===== config.mk =====
export PLATFORM = sky130hd
export DESIGN_NAME = reg_bank_arbiter
export DESIGN_NICKNAME = d
export VERILOG_FILES = /design/src/rtl/reg_bank_arbiter_pkg.sv /design/src/rtl/reg_bank_arbiter_rr_pick2.sv /design/src/rtl/reg_bank_arbiter.sv
export SDC_FILE = /design/constraint.sdc
export NUM_CORES = 1
export LEC_CHECK = 0
export CORE_UTILIZATION = 30
export DETAILED_ROUTE_END_ITERATION = 10
export PLACE_DENSITY = 0.69
export SKIP_CTS_REPAIR_TIMING = 1
export SLEW_MARGIN = 40
export SYNTH_ARGS = -nofsm -noshare
export SYNTH_HDL_FRONTEND = slang
export SYNTH_SLANG_ARGS = --single-unit
export TNS_END_PERCENT = 30

===== constraint.sdc =====
create_clock -name clk -period 2.25 [get_ports clk]
set_clock_uncertainty 0.15 [all_clocks]
set_input_delay 0.225 -clock clk [delete_from_list [all_inputs] [get_ports clk]]
set_output_delay 0.225 -clock clk [all_outputs]
set_load 0.005 [all_outputs]

===== src/rtl/reg_bank_arbiter_pkg.sv =====
// Shared types and port identifiers for the register-bank arbiter.
package reg_bank_arbiter_pkg;

  typedef enum logic [1:0] {
    IDLE   = 2'd0,
    ISSUE  = 2'd1,
    RDWAIT = 2'd2
  } arb_state_t;

  localparam logic ARB_PORT_DISPATCH = 1'b0;
  localparam logic ARB_PORT_AUX      = 1'b1;

endpackage


===== src/rtl/reg_bank_arbiter_rr_pick2.sv =====
// Two-requester round-robin picker: one-hot grant, the port not granted last wins a tie.
module rr_pick2
  import reg_bank_arbiter_pkg::*;
(
  input  logic       req_0,
  input  logic       req_1,
  input  logic       last_gnt,
  output logic [1:0] gnt
);

  always_comb begin
    gnt = '0;
    if (req_0 && (!req_1 || last_gnt == ARB_PORT_AUX)) begin
      gnt[0] = 1'b1;
    end else if (req_1) begin
      gnt[1] = 1'b1;
    end
  end

endmodule


===== src/rtl/reg_bank_arbiter.sv =====
// Two-port round-robin arbiter and access sequencer in front of register_bank.
module reg_bank_arbiter
  import reg_bank_arbiter_pkg::*;
#(
  parameter int ADDR_W     = 8,
  parameter int DATA_W     = 8,
  parameter int RD_LATENCY = 1
) (
  input  logic              clk,
  input  logic              rst,
  input  logic              req_0,
  input  logic              we_0,
  input  logic [ADDR_W-1:0] addr_0,
  input  logic [DATA_W-1:0] wdata_0,
  output logic              gnt_0,
  output logic              done_0,
  output logic [DATA_W-1:0] rdata_0,
  input  logic              req_1,
  input  logic              we_1,
  input  logic [ADDR_W-1:0] addr_1,
  input  logic [DATA_W-1:0] wdata_1,
  output logic              gnt_1,
  output logic              done_1,
  output logic [DATA_W-1:0] rdata_1,
  output logic              reg_write_en,
  output logic              reg_read_en,
  output logic [ADDR_W-1:0] reg_addr,
  output logic [DATA_W-1:0] reg_write_data,
  input  logic [DATA_W-1:0] reg_read_data
);

  arb_state_t state;
  logic       last_gnt;
  logic       owner;
  logic       cmd_we;
  logic [2:0] cnt;
  logic [1:0] pick;
  logic       sel_we;

  rr_pick2 u_pick (
    .req_0    (req_0),
    .req_1    (req_1),
    .last_gnt (last_gnt),
    .gnt      (pick)
  );

  assign gnt_0  = (state == IDLE) && pick[0];
  assign gnt_1  = (state == IDLE) && pick[1];
  assign sel_we = gnt_1 ? we_1 : we_0;

  // The winner's command goes straight into the bank-side registers at the
  // grant edge, so address, data and strobe are all valid throughout ISSUE.
  always_ff @(posedge clk) begin
    if (rst) begin
      state          <= IDLE;
      last_gnt       <= ARB_PORT_AUX;
      owner          <= ARB_PORT_DISPATCH;
      cmd_we         <= 1'b0;
      cnt            <= '0;
      done_0         <= 1'b0;
      done_1         <= 1'b0;
      rdata_0        <= '0;
      rdata_1        <= '0;
      reg_write_en   <= 1'b0;
      reg_read_en    <= 1'b0;
      reg_addr       <= '0;
      reg_write_data <= '0;
    end else begin
      reg_write_en <= 1'b0;
      reg_read_en  <= 1'b0;
      done_0       <= 1'b0;
      done_1       <= 1'b0;
      case (state)
        IDLE: begin
          if (gnt_0 || gnt_1) begin
            owner          <= gnt_1 ? ARB_PORT_AUX : ARB_PORT_DISPATCH;
            last_gnt       <= gnt_1 ? ARB_PORT_AUX : ARB_PORT_DISPATCH;
            cmd_we         <= sel_we;
            reg_addr       <= gnt_1 ? addr_1 : addr_0;
            reg_write_data <= gnt_1 ? wdata_1 : wdata_0;
            reg_write_en   <= sel_we;
            reg_read_en    <= !sel_we;
            state          <= ISSUE;
          end
        end
        ISSUE: begin
          if (cmd_we) begin
            if (owner == ARB_PORT_AUX) done_1 <= 1'b1;
            else                       done_0 <= 1'b1;
            state <= IDLE;
          end else begin
            cnt   <= 3'(RD_LATENCY);
            state <= RDWAIT;
          end
        end
        RDWAIT: begin
          if (cnt <= 3'd1) begin
            if (owner == ARB_PORT_AUX) begin
              rdata_1 <= reg_read_data;
              done_1  <= 1'b1;
            end else begin
              rdata_0 <= reg_read_data;
              done_0  <= 1'b1;
            end
            cnt   <= '0;
            state <= IDLE;
          end else begin
            cnt <= cnt - 3'd1;
          end
        end
        default: state <= IDLE;
      endcase
    end
  end

endmodule


==> impl_metrics.env <==
export IMPL_io_pins=84
export IMPL_gp_congestion=0.8499
export IMPL_cts_sinks=44
export IMPL_hold_path_startpoint="reg_write_data[2]"
export IMPL_die_area_um2=6444
export IMPL_clkTransAtPathRegs_ns=0.08
export IMPL_period_needed_ns=2.137
export IMPL_worstSetupStartpointType="flip-flop"
export IMPL_slew_violations=0
export IMPL_htreeDepth=2
export IMPL_io_buffers=83
export IMPL_route_detailed_drc=0
export IMPL_drive_gt1_frac=0.06071
export IMPL_synth_top_area_frac=0.4792
export IMPL_clock_power_share=0.328
export IMPL_synth_compound_area_frac=0.1076
export IMPL_p_switching_w=0.0004814
export IMPL_track_usage=0.1411
export IMPL_combPwrFrac=0.219
export IMPL_wl_per_cell_um=11.99
export IMPL_period_share=0.9497
export IMPL_cts_buffers=5
export IMPL_hold_path_class="flip-flop to flip-flop"
export IMPL_synth_simple_gate_area_frac=0.1430
export IMPL_fin_cells=355
export IMPL_pre_cts_slack_ns=0.2898
export IMPL_multiInputGateArea_um2=865.8
export IMPL_holdPathStages=2
export IMPL_power_density_cell_area_nw_per_um2=677.9
export IMPL_whs_ns=0.3076
export IMPL_vias=1570
export IMPL_drt_total_wl_um=4258
export IMPL_synthCells=195
export IMPL_synth_area_per_cell_um2=9.426
export IMPL_yosysWarningCount=0
export IMPL_p_leak_nw=1.214
export IMPL_grt_overflow=0
export IMPL_worstSetupPathType="flip-flop to output port"
export IMPL_worstPathArrival_ns=1.76
export IMPL_status="complete, no violations"
export IMPL_cp_end_kind="output port"
export IMPL_syn_num_nets=246
export IMPL_nFillCells=586
export IMPL_viasPerCell=4.423
export IMPL_first_iter_violations=48
export IMPL_maxCapViolCount=0
export IMPL_seq_power_share=0.453
export IMPL_cts_tree="done"
export IMPL_synth_area_um2=1838
export IMPL_muxShareOfSynthArea=0.1852
export IMPL_rows=28
export IMPL_first_global_vias=1517
export IMPL_fin_setup_tns_ns=0
export IMPL_worstPathRequired_ns=1.88
export IMPL_tightest_slew_ns=0.3386
export IMPL_synth_area_leaders="dfxtp_1 (48%), mux2i_1 (19%), o21ai_0 (5.2%)"
export IMPL_r2r_start="state[0]"
export IMPL_fin_ws_ns=0.1132
export IMPL_antenna_diode_count=0
export IMPL_fp_dieH_um=80.28
export IMPL_rsz0062_at_grt="no"
export IMPL_max_vdd_ir_drop_uv=447.0
export IMPL_p_sw_frac=0.2479
export IMPL_cts_root_buffer="clkbuf_8"
export IMPL_yosys_area_share_adder=0.03404
export IMPL_r2r_slack_ns=0.35
export IMPL_seq_area_frac_synth=0.4792
export IMPL_reg2reg_depth=6
export IMPL_finalHoldViolCount=0
export IMPL_regArea_um2=880.8
export IMPL_dr_pass1_iters=4
export IMPL_synth_xor_area_share=0
export IMPL_r2r_end="rdata_0[1]"
export IMPL_fin_nets=330
export IMPL_p_int_w=0.001460
export IMPL_antenna_found_initial=0
export IMPL_min_to="reg_write_data[2]"
export IMPL_grt_max_degree=22
export IMPL_synth_distinct_cells=31
export IMPL_start_util=0.3104
export IMPL_clkLatencyLatePin_ns=0.29
export IMPL_grt_pass1_wl_um=6955
export IMPL_place_inst=347
export IMPL_relSlewSlack=0.7743
export IMPL_setup_violations=0
export IMPL_core_um2=5921
export IMPL_yosys_register_bits=44
export IMPL_synth_top_family_by_area="multiplexers"
export IMPL_max_freq_ghz=0.4680
export IMPL_drtAntennaViolNets=0
export IMPL_worstPathMaxFanout=6
export IMPL_area_growth_pct=55.82
export IMPL_yosys_area_top_type="dfxtp_1"
export IMPL_cts_buffer_depth=2
export IMPL_die_w_um=80.28
export IMPL_dp_hpwl_um=3229
## critical path, stage by stage (launching register included)
cell and delay [ns]:
dfxtp_1 0.32, inv_1 0.10, ha_2 0.24, nand2_1 0.06, a21oi_1 0.20, clkdlybuf4s50_1 0.54
## layout make-up
class / instances / area share
Timing Repair Buffer: 88 / 0.3032
Multi-Input combinational cell: 131 / 0.3023
Sequential cell: 44 / 0.3076
Tap cell: 75 / 0.03277
Inverter: 9 / 0.01180
Clock inverter: 2 / 0.01354
Clock buffer: 6 / 0.02883
## Yosys cell counts
| cell type | instances |
|---|---|
| nand4_1 | 1 |
| nor3_1 | 2 |
| or3_1 | 1 |
| a32oi_1 | 1 |
| nand3b_1 | 1 |
| ha_1 | 5 |
| inv_2 | 1 |
| mux2i_1 | 34 |
| or4_4 | 1 |
| o21ba_1 | 1 |
| or2_2 | 1 |
| buf_2 | 3 |
| clkbuf_1 | 5 |
| a21oi_1 | 9 |
| o21bai_1 | 2 |
| dfxtp_1 | 44 |
| a211oi_1 | 1 |
| inv_1 | 8 |
| o32ai_1 | 1 |
| nor4b_1 | 1 |
| a21o_1 | 1 |
| buf_4 | 2 |
| o21ai_0 | 19 |
| nor4bb_1 | 1 |
| nor2b_1 | 3 |
| and4_1 | 1 |
| nor2_1 | 21 |
| nand2b_1 | 1 |
| nand3_1 | 1 |
| buf_6 | 1 |
| nand2_1 | 21 |
## through the flow
stage          total power, W    util  instance area [um^2]
2_1_floorplan        0.001096       -                  1838
3_3_place_gp         0.001319  0.4628                  2740
3_5_place_dp         0.001325  0.4628                  2740
4_1_cts              0.001975  0.4833                  2861
5_1_grt              0.002053  0.4837                  2864
6_report             0.001942  0.4837                  2864
## power by group through the flow
stage | Clock, W | Sequential [W] | Combinational (W)
2_1_floorplan | 0 | 0.000896 | 0.000200
3_3_place_gp | 0 | 0.000895 | 0.000424
3_5_place_dp | 0 | 0.000897 | 0.000429
4_1_cts | 0.000664 | 0.000880 | 0.000431
5_1_grt | 0.000692 | 0.000889 | 0.000473
6_report | 0.000637 | 0.000879 | 0.000426
## flip-flops by register name, indices dropped and copies added, names as in the netlist, 2 cells and up
signal,count
reg_addr,8
state,2
rdata_0,8
cnt,3
rdata_1,8
reg_write_data,8
## layout by cell type, fill, tap and decap left out, types with 3 or more instances in the layout
cell type	netlist	routed
mux2i_1	34	34
buf_4	2	5
clkbuf_8	0	6
o21ai_0	19	19
clkdlybuf4s50_1	0	83
nor2b_1	3	3
a21oi_1	9	9
ha_1	5	4
inv_1	8	8
dfxtp_1	44	44
nor2_1	21	21
nand2_1	21	21
## metal layers
| metal | vias up | share of wire | GRT usage |
|---|---|---|---|
| li1 | 827 | - | - |
| met1 | 683 | 0.41 | 0.1554 |
| met2 | 55 | 0.50 | 0.2470 |
| met3 | 5 | 0.076 | 0.05341 |
| met4 | 0 | 0.013 | 0.04821 |
| met5 | - | 0 | 0 |
## worst max-delay path by stage
stage	start	to	slack [ns]	depth (start not counted)
3_3_place_gp	req_1	gnt_1	0.31	4
4_1_cts	state[0]	gnt_0	0.05	5
3_5_place_dp	req_1	gnt_1	0.29	4
6_report	state[0]	gnt_0	0.11	5
2_1_floorplan	state[0]	rdata_0[4]	0.51	7
5_1_grt	state[0]	gnt_0	0.01	5
## kinds of logic (layout without fill, tap and decap cells)
family	after synthesis	in the layout
simple gates	57	57
fa+ha+maj	5	5
flops	44	44
compound gates	35	35
mux	34	34
buf+inv	20	105
(Power assumes the default switching activity.)
